File: src/rtl/axi_pkg.sv
// Shared AXI write-side types: response codes and write-sequencer states.
package axi_pkg;

    typedef enum logic [1:0] {
        OKAY   = 2'b00,
        EXOKAY = 2'b01,
        SLVERR = 2'b10,
        DECERR = 2'b11
    } resp_t;

    typedef enum logic [1:0] {
        IDLE = 2'b00,
        XFER = 2'b01,
        RESP = 2'b10
    } wr_state_t;

endpackage

File: src/rtl/rr_arbiter.sv
// Round-robin pick of the first set request at or after ptr, wrapping N-1 -> 0.
// Latency: purely combinational.
// Backpressure: none; the caller decides whether the grant is used.
module rr_arbiter #(
    parameter int N  = 4,
    parameter int IW = (N > 1) ? $clog2(N) : 1
) (
    input  logic [N-1:0]  req,
    input  logic [IW-1:0] ptr,
    output logic [N-1:0]  gnt,
    output logic [IW-1:0] idx,
    output logic          any
);

    logic [IW-1:0] cand;

    always_comb begin
        gnt  = '0;
        idx  = '0;
        any  = 1'b0;
        cand = ptr;
        for (int i = 0; i < N; i++) begin
            if (!any && req[cand]) begin
                any       = 1'b1;
                gnt[cand] = 1'b1;
                idx       = cand;
            end
            cand = (cand == IW'(N - 1)) ? '0 : cand + IW'(1);
        end
    end

endmodule

File: src/rtl/axi_wr_arbiter.sv
// Shares one AXI write port between N_REQ requesters, one AW/W/B transaction at a time.
// Latency: accept to done_o is 3 cycles with a zero-wait slave; at most one write per 4 cycles.
// Backpressure: AW and W hold valid/payload until accepted; bready_o is held high in RESP.
module axi_wr_arbiter
    import axi_pkg::*;
#(
    parameter int N_REQ  = 4,
    parameter int ADDR_W = 32,
    parameter int DATA_W = 32,
    parameter int ID_W   = 4,
    parameter int STRB_W = DATA_W / 8
) (
    input  logic                       clk,
    input  logic                       areset,
    input  logic [N_REQ-1:0]           req_valid_i,
    output logic [N_REQ-1:0]           req_ready_o,
    input  logic [N_REQ*ADDR_W-1:0]    req_addr_i,
    input  logic [N_REQ*DATA_W-1:0]    req_data_i,
    input  logic [N_REQ*STRB_W-1:0]    req_strb_i,
    output logic [N_REQ-1:0]           done_o,
    output logic [1:0]                 resp_o,
    output logic [ID_W-1:0]            awid_o,
    output logic [ADDR_W-1:0]          awaddr_o,
    output logic                       awvalid_o,
    input  logic                       awready_i,
    output logic [DATA_W-1:0]          wdata_o,
    output logic [STRB_W-1:0]          wstrb_o,
    output logic                       wvalid_o,
    input  logic                       wready_i,
    input  logic [ID_W-1:0]            bid_i,
    input  logic [1:0]                 bresp_i,
    input  logic                       bvalid_i,
    output logic                       bready_o
);

    localparam int IW = (N_REQ > 1) ? $clog2(N_REQ) : 1;

    wr_state_t          state_q, state_d;
    logic [IW-1:0]      ptr_q, ptr_d;
    logic [IW-1:0]      gidx_q, gidx_d;
    logic [ADDR_W-1:0]  addr_q, addr_d;
    logic [DATA_W-1:0]  data_q, data_d;
    logic [STRB_W-1:0]  strb_q, strb_d;
    logic               awvalid_q, awvalid_d;
    logic               wvalid_q, wvalid_d;
    logic               bready_q, bready_d;
    logic [N_REQ-1:0]   done_q, done_d;
    resp_t              resp_q, resp_d;

    logic [N_REQ-1:0]   arb_gnt;
    logic [IW-1:0]      arb_idx;
    logic               arb_any;
    logic               can_grant;

    rr_arbiter #(.N(N_REQ), .IW(IW)) u_arb (
        .req (req_valid_i),
        .ptr (ptr_q),
        .gnt (arb_gnt),
        .idx (arb_idx),
        .any (arb_any)
    );

    // No grant while reset is held or while the previous completion pulse is out.
    assign can_grant   = areset && (state_q == IDLE) && !(|done_q);
    assign req_ready_o = (can_grant && arb_any) ? arb_gnt : '0;

    assign awid_o    = ID_W'(gidx_q);
    assign awaddr_o  = addr_q;
    assign wdata_o   = data_q;
    assign wstrb_o   = strb_q;
    assign awvalid_o = awvalid_q;
    assign wvalid_o  = wvalid_q;
    assign bready_o  = bready_q;
    assign done_o    = done_q;
    assign resp_o    = resp_q;

    always_comb begin
        state_d   = state_q;
        ptr_d     = ptr_q;
        gidx_d    = gidx_q;
        addr_d    = addr_q;
        data_d    = data_q;
        strb_d    = strb_q;
        awvalid_d = awvalid_q;
        wvalid_d  = wvalid_q;
        bready_d  = bready_q;
        done_d    = '0;
        resp_d    = resp_q;
        case (state_q)
            IDLE: begin
                if (can_grant && arb_any) begin
                    gidx_d    = arb_idx;
                    addr_d    = req_addr_i[int'(arb_idx) * ADDR_W +: ADDR_W];
                    data_d    = req_data_i[int'(arb_idx) * DATA_W +: DATA_W];
                    strb_d    = req_strb_i[int'(arb_idx) * STRB_W +: STRB_W];
                    awvalid_d = 1'b1;
                    wvalid_d  = 1'b1;
                    state_d   = XFER;
                end
            end
            XFER: begin
                // AW and W complete independently; leave once both have been taken.
                if (awready_i) awvalid_d = 1'b0;
                if (wready_i)  wvalid_d  = 1'b0;
                if (!awvalid_d && !wvalid_d) begin
                    bready_d = 1'b1;
                    state_d  = RESP;
                end
            end
            RESP: begin
                if (bvalid_i && bready_q) begin
                    bready_d       = 1'b0;
                    done_d[gidx_q] = 1'b1;
                    resp_d         = (bid_i == awid_o) ? resp_t'(bresp_i) : SLVERR;
                    ptr_d          = (gidx_q == IW'(N_REQ - 1)) ? '0 : gidx_q + IW'(1);
                    state_d        = IDLE;
                end
            end
            default: state_d = IDLE;
        endcase
    end

    always_ff @(posedge clk or negedge areset) begin
        if (!areset) begin
            state_q   <= IDLE;
            ptr_q     <= '0;
            gidx_q    <= '0;
            addr_q    <= '0;
            data_q    <= '0;
            strb_q    <= '0;
            awvalid_q <= 1'b0;
            wvalid_q  <= 1'b0;
            bready_q  <= 1'b0;
            done_q    <= '0;
            resp_q    <= OKAY;
        end else begin
            state_q   <= state_d;
            ptr_q     <= ptr_d;
            gidx_q    <= gidx_d;
            addr_q    <= addr_d;
            data_q    <= data_d;
            strb_q    <= strb_d;
            awvalid_q <= awvalid_d;
            wvalid_q  <= wvalid_d;
            bready_q  <= bready_d;
            done_q    <= done_d;
            resp_q    <= resp_d;
        end
    end

endmodule

File: config.mk
export PLATFORM = sky130hd
export DESIGN_NAME = axi_wr_arbiter
export DESIGN_NICKNAME = d
export VERILOG_FILES = /design/src/rtl/axi_pkg.sv /design/src/rtl/rr_arbiter.sv /design/src/rtl/axi_wr_arbiter.sv
export SDC_FILE = /design/constraint.sdc
export NUM_CORES = 1
export LEC_CHECK = 0
export BUFFER_PORTS_ARGS = -buffer_cell sky130_fd_sc_hd__buf_4
export CORE_AREA = 2 2 144 146
export CTS_BUF_LIST = sky130_fd_sc_hd__clkbuf_8 sky130_fd_sc_hd__clkbuf_16
export CTS_CLUSTER_DIAMETER = 80
export DETAILED_ROUTE_END_ITERATION = 16
export DIE_AREA = 0 0 146 148
export PLACE_DENSITY_LB_ADDON = 0.12
export RECOVER_POWER = 50
export SLEW_MARGIN = 20
export SYNTH_ARGS = -nofsm -noshare
export SYNTH_HDL_FRONTEND = slang
export SYNTH_SLANG_ARGS = --single-unit
File: constraint.sdc
create_clock -name clk -period 6.54 [get_ports clk]
set_clock_uncertainty 0.1 [all_clocks]
set_input_delay 0.327 -clock clk [delete_from_list [all_inputs] [get_ports clk]]
set_output_delay 0.327 -clock clk [all_outputs]
set_load 0.03 [all_outputs]
# After elaboration in Yosys (flattened, before gate mapping)
# Cells that the tools add are included.
# Widths: inputs -> output; s select.
dict set report op_classes {
  n_eq_ne 10
  n_reduce_logical 28
  bitwise 3
  add_sub_neg 4
  magnitude_cmp 10
  mux 52
  n_shift 3
}
# op count
set ops {}
lappend ops {{$shiftx 128x8->32} 2}
lappend ops {{$mux 4} 7}
lappend ops {{$mux 2} 12}
lappend ops {{$mux 1} 20}
lappend ops {{$shiftx 16x5->4} 1}
lappend ops {{$lt 2x3->1 const B} 5}
lappend ops {{$logic_and 1x1->1} 13}
lappend ops {{$or 4x4->4} 3}
lappend ops {{$demux 1 s2} 5}
lappend ops {{$eq 2x2->1 const B} 5}
lappend ops {{$ge 2x1->1 const B} 5}
lappend ops {{$add 2x1->2 const B} 4}
lappend ops {{$bmux 1 s2} 4}
lappend ops {{$logic_not 1->1} 6}
lappend ops {{$pmux 1 s2} 3}
lappend ops {{$pmux 2 s3} 1}
lappend ops {{$reduce_and 2->1} 3}
lappend ops {{$reduce_and 3->1} 2}
lappend ops {{$eq 4x2->1} 1}
lappend ops {{$ne 2x2->1 const B} 2}
lappend ops {{$reduce_bool 2->1} 2}
lappend ops {{$reduce_or 4->1} 1}
lappend ops {{$eq 2x1->1 const B} 1}
lappend ops {{$logic_not 2->1} 1}
lappend ops {{$ne 2x1->1 const B} 1}
dict set report word_totals {
  elab_cells 121
  output_inout_bits 85
  inputBits 287
  ff_bits 83
}

# Logic depth before layout (Yosys ltp)
# Gate-level depths: netlist (run 1).
dict set report logic_depth {
  word_depth 15
  ltp_mapped 13
  mapped_depth_nobuf 8
}

# By module
# Synthesis (run 1) repeated with hierarchy kept, for this count alone.
dict set report unflattened {
  cells_unflattened 356
  area_unflattened_um2 5734.2
}
# module area_per_inst_um2 cells_each seq_area_each_um2 n_inst
set modules_own_cells {}
lappend modules_own_cells {axi_wr_arbiter 5246.3 294 2077.0 1}
lappend modules_own_cells {rr_arbiter 488.0 62 0.0 1}

# Worst setup path before layout (run 1)
# OpenSTA, ideal clock, no wires.
dict set report synth_timing {
  kind {register -> output}
  startpoint {register ptr_q[0]}
  endpoint {output port req_ready_o[3]}
  setup_slack_ps 3263
  path_buffers 5
  path_stages_with_launch 13
  arrival_time_ps 2850
  path_cell_list {dfrtp_1 -> buf_4 -> inv_1 -> ha_1 -> buf_4 -> mux2i_1 -> mux2i_2 -> a2111oi_2 -> a21o_1 -> buf_2 -> buf_4 -> buf_4 -> a31oi_1}
}
dict set report synth_via {
  elab_chain_len 14
  word_cells_on_any_way 56
  classes_between {add/sub: 3; order compare: 8; eq/ne: 3; mux: 28; bitwise: 3; reduce/logical: 11}
}
# item line
set synth_rtl {}
lappend synth_rtl {{start, declared} axi_wr_arbiter.sv:39} ;# logic [IW-1:0] ptr_q, ptr_d;
lappend synth_rtl {{start signal, assigned} axi_wr_arbiter.sv:138} ;# ptr_q <= ptr_d;
lappend synth_rtl {{branches (longest 13 deep; another with $lt 2x3->1)} --}
lappend synth_rtl {{$mux 4 (*)} axi_wr_arbiter.sv:65} ;# assign req_ready_o = (can_grant && arb_any) ? arb_gnt : '0;
lappend synth_rtl {{end, declared} axi_wr_arbiter.sv:16} ;# output logic [N_REQ-1:0] req_ready_o,
# Mark *: on every way between the ends. The select of a mux whose other input is x is not followed.

# Worst setup path in the final report (run 1)
dict set report layout_timing {
  startpoint {register ptr_q[0]}
  endpoint {output port req_ready_o[0]}
}
# Same word-level chain as after synthesis.

==> results of run 1 <==
## layer usage
layer / global-route usage / share of wire
met1: 0.2156 / 0.40
met2: 0.3198 / 0.51
met3: 0.04414 / 0.064
met4: 0.06602 / 0.022
met5: 0 / 0
## power groups by stage
stage / combinational, mW / sequential (mW) / clock [mW]
finish: 2.88 / 0.919 / 0.521
floorplan: 1.80 / 1.33 / 0
global placement: 3.06 / 0.932 / 0
CTS: 3.07 / 0.923 / 0.537
global route: 3.12 / 0.951 / 0.560
detailed placement: 3.07 / 0.925 / 0
## worst paths after layout
kind                             start        endpoint  slack, ps
min in group asynchronous       areset    awaddr_o[31]       1090
min                           wready_i        wvalid_o         80
max reg2reg                   ptr_q[0]     awaddr_o[3]       2140
min reg2reg                wdata_o[24]     wdata_o[24]        380
max                           ptr_q[0]  req_ready_o[0]       1900
max in group asynchronous       areset     awaddr_o[2]       3580
## sequential cells by signal, indices dropped and copies added (netlist names)
register	flops
bready_o	1
ptr_q	2
wdata_o	32
resp_o	2
wvalid_o	1
awaddr_o	32
gidx_q	2
awvalid_o	1
wstrb_o	4
state_q	2
done_o	4
## logic make-up (layout without fill, tap and decap cells)
logic type | count (synthesis) | after routing
mux | 145 | 145
other cells | 1 | 2
xor+xnor | 2 | 2
compound gates | 105 | 105
fa+ha+maj | 11 | 11
buf+inv | 56 | 400
flops | 83 | 83
simple gates | 125 | 125
## final cells by class
type / instances / area (um2)
fill: 2071 / 11540
clock inverter: 6 / 56.30
sequential: 83 / 2077
clock buffer: 10 / 239.0
multi-input combinational: 390 / 3183
inverter: 9 / 33.78
tap: 270 / 337.8
timing repair buffer: 375 / 2570
## worst max-delay path, delay by kind of cell, from the launching register on
family	cells	cell delay, ps
AOI/OAI and AO/OA	2	650
buffers and inverters	3	1130
muxes	2	650
DFF	1	690
and+or+nand+nor	1	120
adders and majority gates	1	610
## layout by cell type (no fill, tap or decap), types with 7 or more instances in the layout
cell       count
nand2_1       93
dfrtp_1       83
a21oi_1        7
inv_1         11
o221ai_1      48
clkbuf_1      78
mux2i_1      142
o221ai_2      20
buf_4        293
o21ai_0        9
nor2_1        12
clkbuf_16      9
ha_1          11
## what timing repair did
action	in CTS	in global routing
endpoints found under the setup margin	0	0
hold buffers	1	0
endpoints found under the hold margin	39	0
resized for setup	0	0
## stage by stage
stage	std cells	hold WS, ps	utilization	setup WS, ps	power (mW)
finish	1143	78.45	0.4240	1899	4.317
global route	1143	65.46	0.4240	1487	4.628
CTS	1142	61.42	0.4373	1856	4.531
detailed placement	1125	248.2	0.4220	2105	3.996
global placement	1125	248.2	0.4218	2178	3.996
floorplan	529	-68.59	-	3263	3.134
==> run metrics, run 1 <==
crit start category flop; critical path arrival 4210 ps; Port Buffers 369; Setup-failing EPs final 0; DP Wirelength 14960 um; TNS Setup 0 ps; post-synthesis mux area share 0.2623; Num CTS Buffers 9; total gr overflow 0; most common cell in the synthesized netlist mux2i_1; status complete, but fails checks; CP most frequent cell buf_4; critical path class reg2out; simple-gate share of the synthesized area 0.09757; Compound-Gate Fraction of Synth Area 0.1796; sw power 2.139 mW; leak pwr 4.199 nW; Synth Area in XOR/XNOR 0.003155; Clock Latency Late Sink 340 ps; worst hold stages 2; Clk network pwr share 0.121; pin count of the biggest net entering global routing 79; Crit-path slowest cell dfrtp_1; vias per inst 4.765; DR WL/cell 17.69 um; Reg power frac 0.213; register area share after synthesis 0.3740; First-pass DRT Iterations 4; antenna violations before repair 0; clk sinks 83; FMAX 0.2155 GHz; antenna cell count 0; global-route wire length before repair 30960 um; ys flop type dfrtp_1; largest family of logic cells by synthesized area multiplexers; Synth cell types 47; Vias 5446; Cells after Synth 528; relative slew slack -0.5109; Routability Congestion 0.8299; failing checks capacitance limit, slew limit; Synth area leaders dfrtp_1 37%, mux2i_1 26%, o221ai_1 7.6%, nand2_1 6.3%, o221ai_2 5.4%; Hold WC Path Type in2reg; Comb power frac 0.667; Async SR Flop Fraction 1.000; synthesis warning total 0; top cell type's share of synthesized area 0.3740; Setup Buffers After CTS 0; vias in the first global route 5514; placed cell areas 8457 um2; H-Tree Depth 3; Die Area 21610 um2; synth cell count leaders 143 x mux2i_1, 93 x nand2_1, 83 x dfrtp_1, 48 x o221ai_1, 26 x buf_2; Final Hold Vio Count 0; DRC viols 0; Worst-Margin Slew 2266 ps; Switching Share 0.4954; Adder-Cell Fraction of Synth Area 0.02479; syn avg cell area 10.52 um2; Die X 146 um; worst reg2reg path depth 8; share of layout cells above drive strength 1 0.3906; DRT iter0 DRCs 183; max_cap viols 1; CP Max Fanout 78; CTS tree built; Slew Limit Fails 42; clock tree buffer depth 2; Rows 52; CP endpoint kind output port; Final Net Count 1166; fin crit share 0.7096; unrepaired setup endpoints after global routing false; CP peak stage delay 690 ps; synthesized flop and latch total 83; total track usage 0.1816; cell area after synthesis 5553 um2; Antenna Nets Post-Route 0; Die Y 148 um; Clock Root Buffer clkbuf_16; final WL 20220 um; Power Internal 2.178 mW; Area growth, synth to finish 53.02%; core area 20040 um2; fin area 8497 um2; Tmin final 4641 ps; pwr/cell area 508.1 nW/um2; Peak VDD IR 364.5 uV; Synth area leader dfrtp_1; required time worst endpoint 6110 ps; IO Pins 372; Post-synth EDFFs 0; CTS clk-pin slew, worst paths 60 ps; Initial Utilization 0.2771; critical-path cell list inv_1 -> ha_1 -> mux2i_1 -> mux2i_2 -> a2111oi_2 -> a21o_2 -> buf_4 -> nor2_1 -> buf_4
Power figures use the tool's default switching activity.
==> run 2: changes to the inputs <==
Settings changed: CORE_AREA 2 2 144 146 to 2 2 146 148, DIE_AREA 0 0 146 148 to 0 0 148 150.
Clock period 6.54 ns to 4.05 ns, I/O delays scaled along.
==> run 2 against run 1 <==
Effect of this change: the flow still finishes with violations (capacitance limit, slew limit); largest cell class unchanged; setup slack lost 1500 ps; critical path depth unchanged; sequential power up 60%; critical endpoint unchanged; highest routed layer unchanged; critical path type unchanged; via count up 2.7%.
==> run metrics, run 2 (synthesis results as in run 1) <==
Reg2Reg Setup Slack 660 ps (was 2140 ps); Routability Congestion 0.7797 (was 0.8299); unrepaired setup endpoints after global routing false (unchanged); CP Max Fanout 31 (was 78); vias per inst 4.824 (was 4.765); final WL 21080 um (was 20220 um); Port Buffers 369 (unchanged); FMAX 0.2712 GHz; Worst Path Buf+Inv 3 (unchanged); Filler cells 2170 (was 2071); relative slew slack -0.05276 (was -0.5109); Clock Latency Late Sink 340 ps (about the same); DR WL/cell 18.19 um (was 17.69 um); Final Net Count 1177 (was 1166); First-pass DRT Iterations 4 (unchanged); total gr overflow 0 (unchanged); clock tree buffer depth 2 (unchanged); Crit-path slowest cell ha_1 (was dfrtp_1); Final Hold Vio Count 0 (unchanged); leak pwr 4.238 nW (was 4.199 nW); H-Tree Depth 3 (unchanged); TNS Setup 0 ps (unchanged); CP endpoint kind output port (unchanged); Worst-Margin Slew 1579 ps (was 2266 ps); Slew Limit Fails 87 (was 42); DRC viols 0 (unchanged); Die Area 22200 um2 (was 21610 um2); CTS tree built (unchanged); clk sinks 83 (unchanged); commonest non-fill, non-tap cells in the layout 296 x buf_4, 142 x mux2i_1, 93 x nand2_1 (was 293 x buf_4, 142 x mux2i_1, 93 x nand2_1); CTS clk-pin slew, worst paths 60 ps (about the same); global-route wire length before repair 31240 um (was 30960 um); Antenna Nets Post-Route 0 (unchanged); pin count of the biggest net entering global routing 59 (was 79); Initial Utilization 0.2684 (was 0.2771); worst hold stages 3 (was 2); Die X 148 um (was 146 um); IO Pins 372 (unchanged); antenna violations before repair 0 (unchanged); required time worst endpoint 3750 ps (was 6110 ps); commonest non-fill, non-tap cell in the layout buf_4 (unchanged); Setup-failing EPs final 0 (unchanged); worst flop-to-flop path endpoint awaddr_o[2] (was awaddr_o[3]); Vias 5591 (was 5446); fin crit share 0.9104; pwr/cell area 822.1 nW/um2 (was 508.1 nW/um2); delay-heaviest family, CP buffers and inverters (unchanged); critical-path cell list inv_1 -> ha_1 -> mux2i_2 -> mux2i_2 -> a2111oi_2 -> a21o_2 -> buf_4 -> nor2_1 -> buf_4 (was inv_1 -> ha_1 -> mux2i_1 -> mux2i_2 -> a2111oi_2 -> a21o_2 -> buf_4 -> nor2_1 -> buf_4); RR Startpoint ptr_q[1] (was ptr_q[0]); worst reg2reg path depth 9 (was 8); critical path class reg2out (unchanged); status complete, but fails checks (unchanged); CP peak stage delay 590 ps (was 690 ps); total track usage 0.1819 (was 0.1816); crit start category flop (unchanged); antenna cell count 0 (unchanged); Num CTS Buffers 9 (unchanged); Clock Root Buffer clkbuf_16 (unchanged); share of layout cells above drive strength 1 0.3925 (was 0.3906); Tmin final 3687 ps; DRT iter0 DRCs 178 (was 183); max_cap viols 2 (was 1); vias in the first global route 5513 (was 5514); DP Wirelength 16160 um (was 14960 um); core area 20690 um2 (was 20040 um2); critical path arrival 3380 ps (was 4210 ps); Die Y 150 um (was 148 um); Hold Path Origin bresp_i[1] (was wready_i); Area growth, synth to finish 54.51% (was 53.02%); dpl ws 589.1 ps (was 2105 ps); Rows 53 (was 52); final setup margin 362.8 ps (was 1899 ps); hold path endpoint resp_o[1] (was wvalid_o); Peak VDD IR 382.9 uV (was 364.5 uV); Hold WC Path Type in2reg (unchanged); failing checks capacitance limit, slew limit (unchanged)
run 2: worst reg2reg max path: cells and delay by family, from the launching register on:
kind                     cells  cell delay (ps)
multiplexers                 2              840
AO/OA/AOI/OAI                4              750
adder cells (fa/ha/maj)      1              590
flip-flops                   1              490
buffers and inverters        2              480
run 2: metrics by stage:
| stage | power [mW] | cells | utilization | hold slack (ps) | area (um2) |
|---|---|---|---|---|---|
| 2_1_floorplan | 5.061 | 529 | - | -193.1 | 5557 |
| 5_1_grt | 7.539 | 1159 | 0.4147 | 35.28 | 8579 |
| 6_report | 7.053 | 1159 | 0.4147 | 38.03 | 8579 |
| 3_5_place_dp | 6.621 | 1139 | 0.4133 | 53.37 | 8552 |
| 4_1_cts | 7.471 | 1159 | 0.4291 | 26.97 | 8879 |
| 3_3_place_gp | 6.636 | 1139 | 0.4133 | 56.51 | 8552 |
run 2: area by class of cell:
cell class              count  area [um2]  area share
flip-flops and latches     83        2077      0.2421
well taps                 275       344.1     0.04010
clock inverters             7       61.31    0.007146
repair buffers            386        2655      0.3095
multi-input cells         390        3183      0.3710
clock buffers               9       225.2     0.02625
inverters                   9       33.78    0.003938
run 2: worst max path at each step:
stage	startpoint	end	slack [ps]	cells after the start
detailed placement	ptr_q[1]	awaddr_o[3]	590	9
finish	ptr_q[1]	req_ready_o[0]	360	9
global route	ptr_q[1]	req_ready_o[0]	80	9
CTS	ptr_q[1]	req_ready_o[0]	260	9
floorplan	ptr_q[0]	req_ready_o[3]	900	12
global placement	ptr_q[1]	awaddr_o[2]	640	9
run 2: repair_timing:
| item | in CTS | in global routing |
|---|---|---|
| setup endpoints to repair | 0 | 2 |
| hold buffers | 4 | 0 |
| hold endpoints to repair | 28 | 0 |
| resized for setup | 0 | 1 |
| setup buffers | 0 | 0 |
run 2: power breakdown:
group	internal (mW)	switching [mW]	total (mW)
clock network	0.471	0.342	0.813
logic	1.83	2.94	4.77
registers	1.23	0.243	1.47
total	3.53	3.52	7.05
run 2: metal layers:
metal | track usage | vias to the layer above | routed length, um
met1 | 0.2160 | 2673 | 8361
li1 | - | 2686 | -
met2 | 0.3243 | 210 | 11010
met5 | 0 | - | 0
met3 | 0.04299 | 22 | 1349
met4 | 0.05810 | 0 | 359
